## src/rtl/fp_div_norm_round_pack_if.sv

```systemverilog
// Handshake and payload bundle for the FP divider post-divide stage.
interface fp_div_norm_round_pack_if #(
    parameter int EXP_W  = 8,
    parameter int MANT_W = 24
);
    logic                    in_valid;
    logic                    in_ready;
    logic [MANT_W:0]         quot;
    logic                    sign_a;
    logic                    sign_b;
    logic [EXP_W-1:0]        exp_a;
    logic [EXP_W-1:0]        exp_b;
    logic                    frac_a_zero;
    logic                    frac_b_zero;
    logic                    out_valid;
    logic                    out_ready;
    logic [EXP_W+MANT_W-1:0] result;
    logic [3:0]              flags;

    modport master (
        output in_valid, quot, sign_a, sign_b, exp_a, exp_b, frac_a_zero, frac_b_zero,
        output out_ready,
        input  in_ready, out_valid, result, flags
    );

    modport slave (
        input  in_valid, quot, sign_a, sign_b, exp_a, exp_b, frac_a_zero, frac_b_zero,
        input  out_ready,
        output in_ready, out_valid, result, flags
    );
endinterface

```

## src/rtl/fp_div_norm_round_pack.sv

```systemverilog
// Post-divide stage: normalise, round, exponent, special cases and binary32 packing.
// Two registered stages that shift together whenever the output is free or being taken.
module fp_div_norm_round_pack #(
    parameter int EXP_W  = 8,
    parameter int MANT_W = 24,
    parameter int BIAS   = 127
) (
    input logic                     clk,
    input logic                     rst_n,
    fp_div_norm_round_pack_if.slave bus
);
    localparam int E_W = EXP_W + 2;
    localparam logic [EXP_W-1:0]        EXP_MAX = '1;
    localparam logic signed [E_W-1:0]   E_SAT   = E_W'((1 << EXP_W) - 1);
    localparam logic signed [E_W-1:0]   E_BIAS  = E_W'(BIAS);
    localparam logic [MANT_W-2:0]       QNAN_FR = {1'b1, {(MANT_W-2){1'b0}}};

    typedef enum logic [1:0] {CLS_NUM, CLS_ZERO, CLS_INF, CLS_NAN} cls_t;

    function automatic cls_t classify(input logic [EXP_W-1:0] e, input logic fz);
        if (e == '0)      return CLS_ZERO;
        if (e == EXP_MAX) return fz ? CLS_INF : CLS_NAN;
        return CLS_NUM;
    endfunction

    logic adv;
    assign adv         = !bus.out_valid || bus.out_ready;
    assign bus.in_ready = adv;

    // Stage 1 state
    logic                   v1, s1, g1;
    logic signed [E_W-1:0]  e1;
    logic [MANT_W-1:0]      m1;
    cls_t                   cls_a1, cls_b1;

    logic signed [E_W-1:0]  e_raw;
    assign e_raw = $signed({2'b00, bus.exp_a}) - $signed({2'b00, bus.exp_b}) + E_BIAS;

    // Stage 2 combinational datapath
    logic [MANT_W:0]        m_rnd;
    logic signed [E_W-1:0]  e_rnd;
    logic [MANT_W-2:0]      frac;
    logic [EXP_W+MANT_W-1:0] res_n;
    logic [3:0]             flg_n;

    assign m_rnd = {1'b0, m1} + (MANT_W+1)'(g1);
    // A carry out of rounding means m' is exactly 1.0 at the next exponent, so the fraction is 0.
    assign e_rnd = e1 + $signed({{(E_W-1){1'b0}}, m_rnd[MANT_W]});
    assign frac  = m_rnd[MANT_W] ? '0 : m_rnd[MANT_W-2:0];

    always_comb begin
        res_n = {s1, e_rnd[EXP_W-1:0], frac};
        flg_n = '0;
        if (cls_a1 == CLS_NAN || cls_b1 == CLS_NAN ||
            (cls_a1 == CLS_ZERO && cls_b1 == CLS_ZERO) ||
            (cls_a1 == CLS_INF  && cls_b1 == CLS_INF)) begin
            res_n = {1'b0, EXP_MAX, QNAN_FR};
            flg_n = 4'b1000;
        end else if (cls_a1 == CLS_INF) begin
            res_n = {s1, EXP_MAX, {(MANT_W-1){1'b0}}};
        end else if (cls_b1 == CLS_ZERO) begin
            res_n = {s1, EXP_MAX, {(MANT_W-1){1'b0}}};
            flg_n = 4'b0100;
        end else if (cls_a1 == CLS_ZERO || cls_b1 == CLS_INF) begin
            res_n = {s1, {(EXP_W+MANT_W-1){1'b0}}};
        end else if (!e_rnd[E_W-1] && e_rnd >= E_SAT) begin
            res_n = {s1, EXP_MAX, {(MANT_W-1){1'b0}}};
            flg_n = 4'b0010;
        end else if (e_rnd[E_W-1] || e_rnd == '0) begin
            res_n = {s1, {(EXP_W+MANT_W-1){1'b0}}};
            flg_n = 4'b0001;
        end
    end

    always_ff @(posedge clk) begin
        if (!rst_n) begin
            v1            <= 1'b0;
            s1            <= 1'b0;
            g1            <= 1'b0;
            e1            <= '0;
            m1            <= '0;
            cls_a1        <= CLS_NUM;
            cls_b1        <= CLS_NUM;
            bus.out_valid <= 1'b0;
            bus.result    <= '0;
            bus.flags     <= '0;
        end else if (adv) begin
            v1     <= bus.in_valid;
            s1     <= bus.sign_a ^ bus.sign_b;
            cls_a1 <= classify(bus.exp_a, bus.frac_a_zero);
            cls_b1 <= classify(bus.exp_b, bus.frac_b_zero);
            if (bus.quot[MANT_W]) begin
                m1 <= bus.quot[MANT_W:1];
                g1 <= bus.quot[0];
                e1 <= e_raw;
            end else begin
                m1 <= bus.quot[MANT_W-1:0];
                g1 <= 1'b0;
                e1 <= e_raw - E_W'(1);
            end
            bus.out_valid <= v1;
            bus.result    <= v1 ? res_n : '0;
            bus.flags     <= v1 ? flg_n : '0;
        end
    end
endmodule

```

## src/flat_wrapper.sv

```systemverilog
// flat-port wrapper written by rule: the top's interface ports become plain ports
module fp_div_norm_round_pack_flat 
#(
    parameter int EXP_W  = 8,
    parameter int MANT_W = 24,
    parameter int BIAS   = 127
)
  (clk, rst_n, bus_in_valid, bus_quot, bus_sign_a, bus_sign_b, bus_exp_a, bus_exp_b, bus_frac_a_zero, bus_frac_b_zero, bus_out_ready, bus_in_ready, bus_out_valid, bus_result, bus_flags);
  fp_div_norm_round_pack_if #(.EXP_W(EXP_W), .MANT_W(MANT_W)) bus_i ();
  input logic clk;
  input logic rst_n;
  input wire logic [$bits(bus_i.in_valid)-1:0] bus_in_valid;
  input wire logic [$bits(bus_i.quot)-1:0] bus_quot;
  input wire logic [$bits(bus_i.sign_a)-1:0] bus_sign_a;
  input wire logic [$bits(bus_i.sign_b)-1:0] bus_sign_b;
  input wire logic [$bits(bus_i.exp_a)-1:0] bus_exp_a;
  input wire logic [$bits(bus_i.exp_b)-1:0] bus_exp_b;
  input wire logic [$bits(bus_i.frac_a_zero)-1:0] bus_frac_a_zero;
  input wire logic [$bits(bus_i.frac_b_zero)-1:0] bus_frac_b_zero;
  input wire logic [$bits(bus_i.out_ready)-1:0] bus_out_ready;
  output wire logic [$bits(bus_i.in_ready)-1:0] bus_in_ready;
  output wire logic [$bits(bus_i.out_valid)-1:0] bus_out_valid;
  output wire logic [$bits(bus_i.result)-1:0] bus_result;
  output wire logic [$bits(bus_i.flags)-1:0] bus_flags;
  assign bus_i.in_valid = bus_in_valid;
  assign bus_i.quot = bus_quot;
  assign bus_i.sign_a = bus_sign_a;
  assign bus_i.sign_b = bus_sign_b;
  assign bus_i.exp_a = bus_exp_a;
  assign bus_i.exp_b = bus_exp_b;
  assign bus_i.frac_a_zero = bus_frac_a_zero;
  assign bus_i.frac_b_zero = bus_frac_b_zero;
  assign bus_i.out_ready = bus_out_ready;
  assign bus_in_ready = bus_i.in_ready;
  assign bus_out_valid = bus_i.out_valid;
  assign bus_result = bus_i.result;
  assign bus_flags = bus_i.flags;
  fp_div_norm_round_pack #(.EXP_W(EXP_W), .MANT_W(MANT_W), .BIAS(BIAS)) u_core (.clk(clk), .rst_n(rst_n), .bus(bus_i));
endmodule
```

## config.mk

```make
export PLATFORM = sky130hd
export DESIGN_NAME = fp_div_norm_round_pack_flat
export DESIGN_NICKNAME = d
export VERILOG_FILES = /design/src/rtl/fp_div_norm_round_pack_if.sv /design/src/rtl/fp_div_norm_round_pack.sv /design/src/flat_wrapper.sv
export SDC_FILE = /design/constraint.sdc
export NUM_CORES = 1
export LEC_CHECK = 0
export CELL_PAD_IN_SITES_DETAIL_PLACEMENT = 0
export CELL_PAD_IN_SITES_GLOBAL_PLACEMENT = 2
export CORE_ASPECT_RATIO = 1.25
export CORE_MARGIN = 3
export CORE_UTILIZATION = 35
export CTS_BUF_LIST = sky130_fd_sc_hd__clkbuf_2
export CTS_CLUSTER_DIAMETER = 50
export CTS_CLUSTER_SIZE = 30
export DETAILED_ROUTE_END_ITERATION = 16
export PLACE_DENSITY = 0.93
export SYNTH_ARGS = -nofsm -noshare
export SYNTH_HDL_FRONTEND = slang
export SYNTH_SLANG_ARGS = --single-unit
```

## constraint.sdc

```tcl
create_clock -name clk -period 12.79 [get_ports clk]
set_input_delay 2.558 -clock clk [delete_from_list [all_inputs] [get_ports clk]]
set_output_delay 2.558 -clock clk [all_outputs]
set_load 0.05 [all_outputs]
```

## After elaboration in Yosys (flattened, before gate mapping)

Index checks and enable logic that the tools add are counted.

- Output and inout bits: 38
- Word-level logic and storage cells: 81
- Input port bits: 49
- Flip-flop bits (word level): 78

- Multiplexer cells: 42
- $lt $le $gt $ge: 1
- Add/subtract/negate cells: 5
- Bitwise logic cells: 1
- Equality and inequality tests: 8
- Reductions and logical operators: 14

Operator list:

| operator | count |
|---|---|
| $mux W31 | 5 |
| $mux W32 | 2 |
| $add A24 B1 Y25 | 1 |
| $mux W24 | 1 |
| $mux W4 | 6 |
| $mux W23 | 1 |
| $mux W1 | 18 |
| $eq A8 B8 Y1 const B | 2 |
| $logic_not A8 Y1 | 2 |
| $mux W2 | 8 |
| $add A10 B2 Y10 | 1 |
| $add A10 B8 Y10 const B | 1 |
| $ge A10 B9 Y1 const B | 1 |
| $logic_not A10 Y1 | 1 |
| $mux W10 | 1 |
| $sub A10 B2 Y10 const B | 1 |
| $sub A8 B8 Y9 | 1 |
| $eq A2 B2 Y1 const B | 4 |
| $logic_or A1 B1 Y1 | 6 |
| $eq A2 B1 Y1 const B | 2 |
| $logic_and A1 B1 Y1 | 3 |
| $logic_not A1 Y1 | 2 |
| $xor A1 B1 Y1 | 1 |

## Longest topological paths before layout

Gate-level depths: netlist of run 1.

- Depth after elaboration: 11
- Mapped depth: 19
- Mapped depth without buffers: 15

## Worst setup path after synthesis of run 1

No wires, ideal clock.

- Kind: input port to output port
- From: input bus_out_ready
- To: output bus_in_ready
- Path buffers: 2
- Stages: 4
- Required time: 10.232 ns
- Arrival: 3.548 ns
- Slack: 6.684 ns
- Cells stage by stage: nor2b_1 > inv_1 > clkbuf_1 > clkbuf_1

- Cells in the longest elaborated chain, start to end: 1

Ends and longest elaborated chain:

| item | line | RTL |
|---|---|---|
| from (decl) | flat_wrapper.sv:20 | `input wire logic [$bits(bus_i.out_ready)-1:0] bus_out_ready;` |
| $logic_or A1 B1 Y1 | fp_div_norm_round_pack.sv:27 | `assign adv = !bus.out_valid \|\| bus.out_ready;` |
| to (decl) | flat_wrapper.sv:21 | `output wire logic [$bits(bus_i.in_ready)-1:0] bus_in_ready;` |

Every way passes these cells.

## Worst setup path after layout of run 1

Same ends and word-level chain as after synthesis.

==> impl_metrics.sql, run 1 <==
INSERT INTO impl_metrics (metric_group, metric, value, unit) VALUES
('clock_tree', 'cts_resized', '0', ''),
('floorplanning', 'dieArea', '15500', 'µm²'),
('critical_path', 'path_class', 'in2out', ''),
('cells_and_area', 'layout-drive-gt1-share', '5.68', '%'),
('power', 'vdd_ir_drop_max', '0.0386', 'mV'),
('timing', 'post-route-period-util', '54.4', '%'),
('global_route', 'globalRouteOverflowTotal', '0', ''),
('clock_tree', 'cts_hold_buf', '0', ''),
('route', 'drt.antenna.violating_nets', '0', ''),
('clock_tree', 'clk_latency', '0.53', 'ns'),
('critical_path', 'worst-endpoint-arrival', '4.40', 'ns'),
('floorplanning', 'die_y', '139', 'µm'),
('critical_path', 'path_cells', 'clkdlybuf4s50_1 > nor2b_4 > buf_4 > inv_2 > clkdlybuf4s50_1', ''),
('timing', 'max-slew-margin-rel', '35.9', '%'),
('global_route', 'first_global_vias', '4426', ''),
('route', 'finalWirelength', '12.7', 'mm'),
('placed_design', 'final_estimated_routing_congestion_in_global_placement', '0.844', ''),
('logic_synthesis', 'number_of_enable_flip_flop_cells_after_synthesis', '0', ''),
('route', 'detailed_route_via_count', '4428', ''),
('critical_path', 'worst_path_max_delay_cell', 'sky130_fd_sc_hd__clkdlybuf4s50_1', ''),
('global_route', 'grt_first_pass_wirelength', '21.4', 'mm'),
('power', 'clockPowerShare', '25.4', '%'),
('placed_design', 'dp_cells', '806', ''),
('logic_synthesis', 'ys_async_sr_fraction', '0', '%'),
('timing', 'worst_clock_skew', '0.0288', 'ns'),
('logic_synthesis', 'netlist-cell-type-count', '67', ''),
('timing', 'finalWorstPathRequiredPeriod', '6.96', 'ns'),
('floorplanning', 'die_w', '112', 'µm'),
('cells_and_area', 'fin_util', '44.1', '%'),
('logic_synthesis', 'yosys_register_bits', '78', ''),
('logic_synthesis', 'synth_largest_area_cell', 'sky130_fd_sc_hd__dfxtp_1', ''),
('cells_and_area', 'layout-area-overhead-vs-synth', '21.2', '%'),
('power', 'sw_frac_of_total', '32.4', '%'),
('logic_synthesis', 'synth_area_leaders', 'sky130_fd_sc_hd__dfxtp_1, sky130_fd_sc_hd__nand2_1, sky130_fd_sc_hd__o211a_1, sky130_fd_sc_hd__mux2i_1, sky130_fd_sc_hd__xnor2_1', ''),
('critical_path', 'critPathRequiredTime', '10.23', 'ns'),
('run_status', 'status', 'finished clean', ''),
('clock_tree', 'tritoncts_num_sinks', '78', ''),
('critical_path', 'worst_setup_path_start_kind', 'input port', ''),
('run', 'maxCapViolCount', '0', ''),
('floorplanning', 'floorplan.rows', '47', ''),
('logic_synthesis', 'ys_top_cells_by_count', 'sky130_fd_sc_hd__nand2_1, sky130_fd_sc_hd__dfxtp_1, sky130_fd_sc_hd__and2_1, sky130_fd_sc_hd__clkbuf_1, sky130_fd_sc_hd__o211a_1', ''),
('worst_hold_path', 'timing.hold.worst.class', 'reg2reg', ''),
('logic_synthesis', 'synth_cells', '582', ''),
('critical_path', 'critPathMaxFanout', '56', ''),
('timing', 'finalHoldViolations', '0', ''),
('critical_path', 'cp_common_cell', 'sky130_fd_sc_hd__clkdlybuf4s50_1', ''),
('logic_synthesis', 'synth_largest_type_area_fraction', '31.7', '%'),
('clock_tree', 'post-cts-setup-buffer-count', '0', ''),
('timing', 'timing_worst_slew_pin_value', '0.961', 'ns'),
('route', 'initialDrtViolationCount', '179', ''),
('route', 'post_drt_via_cell_ratio', '5.38', ''),
('power', 'total_leakage_power', '2.43', 'nW'),
('logic_synthesis', 'synthesis.area_per_instance', '8.46', 'µm²'),
('power', 'power.switching', '0.000190', 'W'),
('clock_tree', 'clk_pin_slew', '0.20', 'ns'),
('clock_tree', 'clk_tree_root_cell', 'sky130_fd_sc_hd__clkbuf_2', ''),
('logic_synthesis', 'yosysMostFrequentCell', 'sky130_fd_sc_hd__nand2_1', ''),
('floorplanning', 'design.core.area', '13500', 'µm²'),
('clock_tree', 'clock_tree.buffer_depth', '2', ''),
('route', 'detail_route.first_pass.iterations', '4', ''),
('timing', 'slew_viol_final', '0', ''),
('placed_design', 'numPortBuffers', '86', ''),
('route', 'wl_per_cell', '15.5', 'µm'),
('power', 'power_report.internal_total', '0.000397', 'W'),
('critical_path', 'critPathMaxStageDelay', '0.72', 'ns'),
('global_route', 'antenna_found_initial', '1', ''),
('timing', 'top_achievable_clock_speed', '144', 'MHz'),
('logic_synthesis', 'yosys_warnings', '0', ''),
('cells_and_area', 'finish.cell_count_without_fillers', '823', ''),
('logic_synthesis', 'netlist_area', '4920', 'µm²'),
('timing', 'finalSetupViolCount', '0', '');
## area by class of cell
class                   count  area [µm²]
diodes                      1        2.50
clock buffers              11        55.1
clock inverters             5        73.8
fillers                  1391        7560
inverters                  20        75.1
multi-input cells         447        3100
flip-flops and latches     78        1560
well taps                 171         214
repair buffers             90         886
## layout by cell type, fill, tap and decap left out, types with 3 or more instances in the layout
master / synthesis / final
sky130_fd_sc_hd__a21oi_1: 22 / 22
sky130_fd_sc_hd__o22ai_1: 3 / 3
sky130_fd_sc_hd__nor4_1: 5 / 5
sky130_fd_sc_hd__o31ai_1: 20 / 20
sky130_fd_sc_hd__xnor2_1: 22 / 22
sky130_fd_sc_hd__ha_1: 14 / 14
sky130_fd_sc_hd__and4_1: 4 / 4
sky130_fd_sc_hd__nor2_1: 18 / 18
sky130_fd_sc_hd__or3_1: 4 / 4
sky130_fd_sc_hd__nand2_1: 83 / 83
sky130_fd_sc_hd__and2_1: 30 / 30
sky130_fd_sc_hd__inv_1: 20 / 19
sky130_fd_sc_hd__nor2b_1: 8 / 7
sky130_fd_sc_hd__o21a_1: 5 / 5
sky130_fd_sc_hd__nand3_1: 22 / 22
sky130_fd_sc_hd__buf_4: 3 / 4
sky130_fd_sc_hd__nor3_1: 10 / 10
sky130_fd_sc_hd__o211a_1: 26 / 26
sky130_fd_sc_hd__o21ai_0: 18 / 18
sky130_fd_sc_hd__a31oi_1: 3 / 3
sky130_fd_sc_hd__and3_1: 8 / 8
sky130_fd_sc_hd__nand4_1: 11 / 11
sky130_fd_sc_hd__a21o_1: 3 / 3
sky130_fd_sc_hd__mux2i_1: 23 / 23
sky130_fd_sc_hd__o21bai_1: 4 / 4
sky130_fd_sc_hd__clkbuf_2: 0 / 11
sky130_fd_sc_hd__o221ai_1: 3 / 3
sky130_fd_sc_hd__dfxtp_1: 78 / 78
sky130_fd_sc_hd__clkdlybuf4s50_1: 0 / 85
sky130_fd_sc_hd__xor2_1: 17 / 17
sky130_fd_sc_hd__a21boi_0: 18 / 18
## cells by family after synthesis
logic type	Yosys count	share of synthesized area (%)
muxes	24	5.13
adders and majority gates	15	3.96
DFF	78	31.7
AOI/OAI and AO/OA	144	22.0
xor gates and xnor gates	41	7.85
and+or+nand+nor	223	23.9
buffers and inverters	57	5.46
## through the flow
step	area, µm²	total power (W)	setup slack, ns	hold slack [ns]
6_report	5970	0.000588	5.83	0.477
5_1_grt	5970	0.000624	5.71	0.499
4_1_cts	5970	0.000594	5.81	0.479
3_5_place_dp	5840	0.000442	5.82	0.456
3_3_place_gp	5840	0.000441	5.83	0.456
2_1_floorplan	4920	0.000396	6.68	0.445
## registers in the layout, summed over array words and instances (netlist names)
register / flops
u_core.bus.out_valid: 1
u_core.v1: 1
u_core.cls_a1: 2
u_core.g1: 1
u_core.bus.flags: 4
u_core.e1: 10
u_core.m1: 24
u_core.s1: 1
u_core.bus.result: 32
u_core.cls_b1: 2
## power by group through the flow
stage	clock network [W]	logic [W]	registers, W
after floorplan	0	0.000110	0.000286
after global placement	0	0.000158	0.000282
after detailed placement	0	0.000160	0.000282
after CTS	0.000155	0.000161	0.000278
after global routing	0.000165	0.000178	0.000281
final	0.000149	0.000160	0.000278
## worst max-delay path, delay by kind of cell
kind	cells	cell delay (ns)
buf+inv	4	1.71
simple gates	1	0.11
## layer usage
| metal | part of all wire [%] | vias to the layer above | GRT usage (%) |
|---|---|---|---|
| met3 | 3.7 | 19 | 2.92 |
| met2 | 51 | 86 | 29.2 |
| met1 | 43 | 2098 | 19.6 |
| met4 | 2.2 | 0 | 6.33 |
| li1 | - | 2225 | - |
| met5 | 0 | - | 0 |
## final timing paths
kind | startpoint | end | slack (ns) | depth (start not counted)
max | bus_out_ready | bus_in_ready | 5.83 | 5
min | u_core.bus.flags[0] | u_core.bus.flags[0] | 0.48 | 2
max reg2reg | u_core.m1[0] | u_core.bus.result[17] | 7.57 | 15
min reg2reg | u_core.bus.flags[0] | u_core.bus.flags[0] | 0.48 | 2
No activity file was read; power rests on OpenSTA's default activity.
==> inputs of run 2 (changes only) <==
Settings changed: CORE_UTILIZATION 35 to 33, PLACE_DENSITY 0.93 to 0.88.
Clock period 12.79 ns to 6.8 ns, I/O delays scaled along.
==> run 2 against run 1 <==
Final area rose by 0.10%. Clock skew rose by 0.0075 ns. Highest routed layer unchanged. Wire length rose by 0.51%.
==> impl_metrics.sql, run 2 (synthesis gave the netlist of run 1 again) <==
INSERT INTO impl_metrics (metric_group, metric, value, unit) VALUES
('clock_tree', 'clk_tree_root_cell', 'sky130_fd_sc_hd__clkbuf_2', ''),
('global_route', 'grt_start_max_net_pins', '79', ''),
('cells_and_area', 'largest_register', 'u_core.bus.result', ''),
('power', 'power.switching', '0.000362', 'W'),
('critical_path', 'path_class', 'reg2reg', ''),
('global_route', 'global_route.usage.met3', '3.57', '%'),
('floorplanning', 'die_y', '143', 'µm'),
('worst_hold_path', 'timing.hold.worst.start', 'u_core.bus.result[26]', ''),
('critical_path', 'worst_path_max_delay_cell', 'sky130_fd_sc_hd__and4_1', ''),
('power', 'power_report.internal_total', '0.000744', 'W'),
('floorplanning', 'start_util', '33.9', '%'),
('cells_and_area', 'finish.cell_count_without_fillers', '829', ''),
('cells_and_area', 'reg_top3', 'u_core.bus.result: 32 flops, u_core.m1: 24 flops, u_core.e1: 10 flops', ''),
('critical_path', 'critPathLaunch', 'u_core.g1', ''),
('placed_design', 'place_hpwl', '9.49', 'mm'),
('clock_tree', 'post-cts-setup-buffer-count', '0', ''),
('power', 'total_power_density_per_cell_area', '185', 'nW/µm²'),
('critical_path', 'critPathMaxStageDelay', '0.86', 'ns'),
('placed_design', 'final_estimated_routing_congestion_in_global_placement', '0.846', ''),
('timing', 'slew_viol_final', '0', ''),
('critical_path', 'ff2ff_path_depth', '15', ''),
('floorplanning', 'floorplan.rows', '49', ''),
('timing', 'finalHoldViolations', '0', ''),
('timing', 'finalSetupTns', '0', 'ns'),
('floorplanning', 'design.core.area', '14500', 'µm²'),
('global_route', 'antenna_found_initial', '1', ''),
('timing', 'postLayoutSetupSlackWorst', '1.72', 'ns'),
('power', 'total_power', '0.00111', 'W'),
('cells_and_area', 'layout-drive-gt1-share', '5.38', '%'),
('power', 'logic_gate_share_of_total_power', '27.2', '%'),
('worst_hold_path', 'min_path_cells', '2', ''),
('clock_tree', 'tritoncts', 'built', ''),
('global_route', 'first_global_vias', '4391', ''),
('critical_path', 'critPathRequiredTime', '7.25', 'ns'),
('timing', 'finalWorstPathRequiredPeriod', '5.08', 'ns'),
('power', 'total_leakage_power', '2.42', 'nW'),
('critical_path', 'worst_setup_path_start_kind', 'flop', ''),
('critical_path', 'cp_common_cell', 'sky130_fd_sc_hd__ha_1', ''),
('clock_tree', 'clock_tree.buffer_depth', '2', ''),
('cells_and_area', 'final_common_cell', 'sky130_fd_sc_hd__clkdlybuf4s50_1', ''),
('route', 'post_drt_via_cell_ratio', '5.27', ''),
('clock_tree', 'cts-buffers-inserted', '9', ''),
('cells_and_area', 'number_of_flip_flops_in_the_largest_register', '32', ''),
('clock_tree', 'total_number_of_h_tree_levels', '3', ''),
('global_route', 'use_met1', '19.4', '%'),
('power', 'sw_frac_of_total', '32.7', '%'),
('floorplanning', 'dieArea', '16400', 'µm²'),
('clock_tree', 'tritoncts_num_sinks', '78', ''),
('critical_path', 'cp.depth', '15', ''),
('power', 'power.sequential.fraction', '47.2', '%'),
('run_status', 'status', 'finished clean', ''),
('critical_path', 'worst-endpoint-arrival', '5.53', 'ns'),
('power', 'vdd_ir_drop_max', '0.0733', 'mV'),
('worst_hold_path', 'timing.hold.worst.class', 'reg2reg', ''),
('timing', 'worst_clock_skew', '0.0363', 'ns'),
('critical_path', 'path_cells', 'ha_1 > ha_1 > and4_1 > nand3_1 > nor2_1 > and4_1 > ha_1 > ha_1 > nand3_1 > or3_1 > a2111oi_2 > o21ai_2 > or4b_4 > o31ai_1 > and2_1', ''),
('placed_design', 'dp_cells', '812', ''),
('power', 'clockPowerShare', '25.6', '%'),
('cells_and_area', 'finalNetCount', '709', ''),
('timing', 'grt_setup_unrepaired', 'no', ''),
('critical_path', 'worstReg2RegStart', 'u_core.g1', ''),
('clock_tree', 'clk_latency', '0.55', 'ns'),
('critical_path', 'path_buf_inv', '0', ''),
('placed_design', 'numPortBuffers', '86', ''),
('global_route', 'grt_util_all_layers', '16.2', '%'),
('timing', 'timing_worst_slew_pin_value', '1.18', 'ns'),
('global_route', 'grt_first_pass_wirelength', '21.3', 'mm'),
('route', 'route.detailed.drc', '0', ''),
('floorplanning', 'die_w', '115', 'µm'),
('route', 'finalWirelength', '12.8', 'mm'),
('cells_and_area', 'layout-area-overhead-vs-synth', '21.3', '%'),
('floorplanning', 'ioPinCount', '87', ''),
('route', 'initialDrtViolationCount', '185', ''),
('route', 'drt.antenna.violating_nets', '0', ''),
('route', 'detailed_route_via_count', '4368', ''),
('critical_path', 'worst_setup_path_end_kind', 'flop', ''),
('global_route', 'globalRouteOverflowTotal', '0', ''),
('global_route', 'grt.busiest_layer', 'met2', ''),
('clock_tree', 'cts_hold_buf', '0', ''),
('timing', 'max-slew-margin-rel', '21.2', '%'),
('critical_path', 'crit_family', 'simple AND/OR/NAND/NOR gates', ''),
('route', 'detail_route.first_pass.iterations', '5', ''),
('timing', 'finalSetupViolCount', '0', ''),
('timing', 'post-route-period-util', '74.8', '%'),
('timing', 'top_achievable_clock_speed', '197', 'MHz'),
('global_route', 'grt_use_met2', '28.5', '%'),
('placed_design', 'dp_slack', '1.74', 'ns'),
('run', 'maxCapViolCount', '0', ''),
('cells_and_area', 'most-common-layout-cells', 'sky130_fd_sc_hd__clkdlybuf4s50_1, sky130_fd_sc_hd__nand2_1, sky130_fd_sc_hd__dfxtp_1', ''),
('clock_tree', 'clk_pin_slew', '0.20', 'ns'),
('route', 'wl_per_cell', '15.5', 'µm'),
('critical_path', 'critPathMaxFanout', '23', ''),
('clock_tree', 'cts_resized', '0', '');
run 2: changes by cell type in the layout (fill, tap and decap cells not counted):
cell	change
sky130_fd_sc_hd__buf_4	-1
sky130_fd_sc_hd__clkbuf_2	-2
sky130_fd_sc_hd__clkinv_1	+1
sky130_fd_sc_hd__clkinv_2	-1
sky130_fd_sc_hd__clkinv_4	+1
sky130_fd_sc_hd__clkinvlp_4	+1
run 2: worst paths after layout:
check / endpoint / slack (ns)
hold / removal: u_core.bus.result[26] / 0.48
setup reg to reg: u_core.bus.result[3] / 1.72
hold reg to reg: u_core.bus.result[26] / 0.48
setup / recovery: u_core.bus.result[3] / 1.72
run 2: final cells by class:
cell class	instances	area [µm²]
fillers	1516	8550
inverters	20	75.1
well taps	178	223
flip-flops and latches	78	1560
repair buffers	89	878
multi-input cells	447	3100
diodes	1	2.50
clock inverters	7	88.8
clock buffers	9	45.0
run 2: stage by stage:
stage | utilization [%] | hold slack [ns] | instance area [µm²]
4_1_cts | 41.1 | 0.489 | 5970
3_5_place_dp | 40.2 | 0.462 | 5840
3_3_place_gp | 40.2 | 0.461 | 5840
5_1_grt | 41.1 | 0.519 | 5980
2_1_floorplan | - | 0.445 | 4920
6_report | 41.1 | 0.484 | 5980
run 2: worst reg2reg max path, stage by stage (launching register included):
cell                        delay [ns]
sky130_fd_sc_hd__dfxtp_1          0.39
sky130_fd_sc_hd__ha_1             0.17
sky130_fd_sc_hd__ha_1             0.20
sky130_fd_sc_hd__and4_1           0.26
sky130_fd_sc_hd__nand3_1          0.12
sky130_fd_sc_hd__nor2_1           0.34
sky130_fd_sc_hd__and4_1           0.86
sky130_fd_sc_hd__ha_1             0.43
sky130_fd_sc_hd__ha_1             0.33
sky130_fd_sc_hd__nand3_1          0.18
sky130_fd_sc_hd__or3_1            0.38
sky130_fd_sc_hd__a2111oi_2        0.48
sky130_fd_sc_hd__o21ai_2          0.14
sky130_fd_sc_hd__or4b_4           0.42
sky130_fd_sc_hd__o31ai_1          0.13
sky130_fd_sc_hd__and2_1           0.19
run 2: per-layer routing:
layer,up-vias,routed length (µm),part of all wire (%)
met4,0,254,2.0
met3,13,484,3.8
met2,86,6420,50
met5,-,0,0
li1,2211,-,-
met1,2058,5650,44
run 2: power groups by stage:
stage | clock, W | combinational, W | sequential (W)
2_1_floorplan | 0 | 0.000206 | 0.000539
3_3_place_gp | 0 | 0.000298 | 0.000531
3_5_place_dp | 0 | 0.000300 | 0.000532
4_1_cts | 0.000294 | 0.000302 | 0.000522
5_1_grt | 0.000317 | 0.000333 | 0.000529
6_report | 0.000283 | 0.000301 | 0.000522
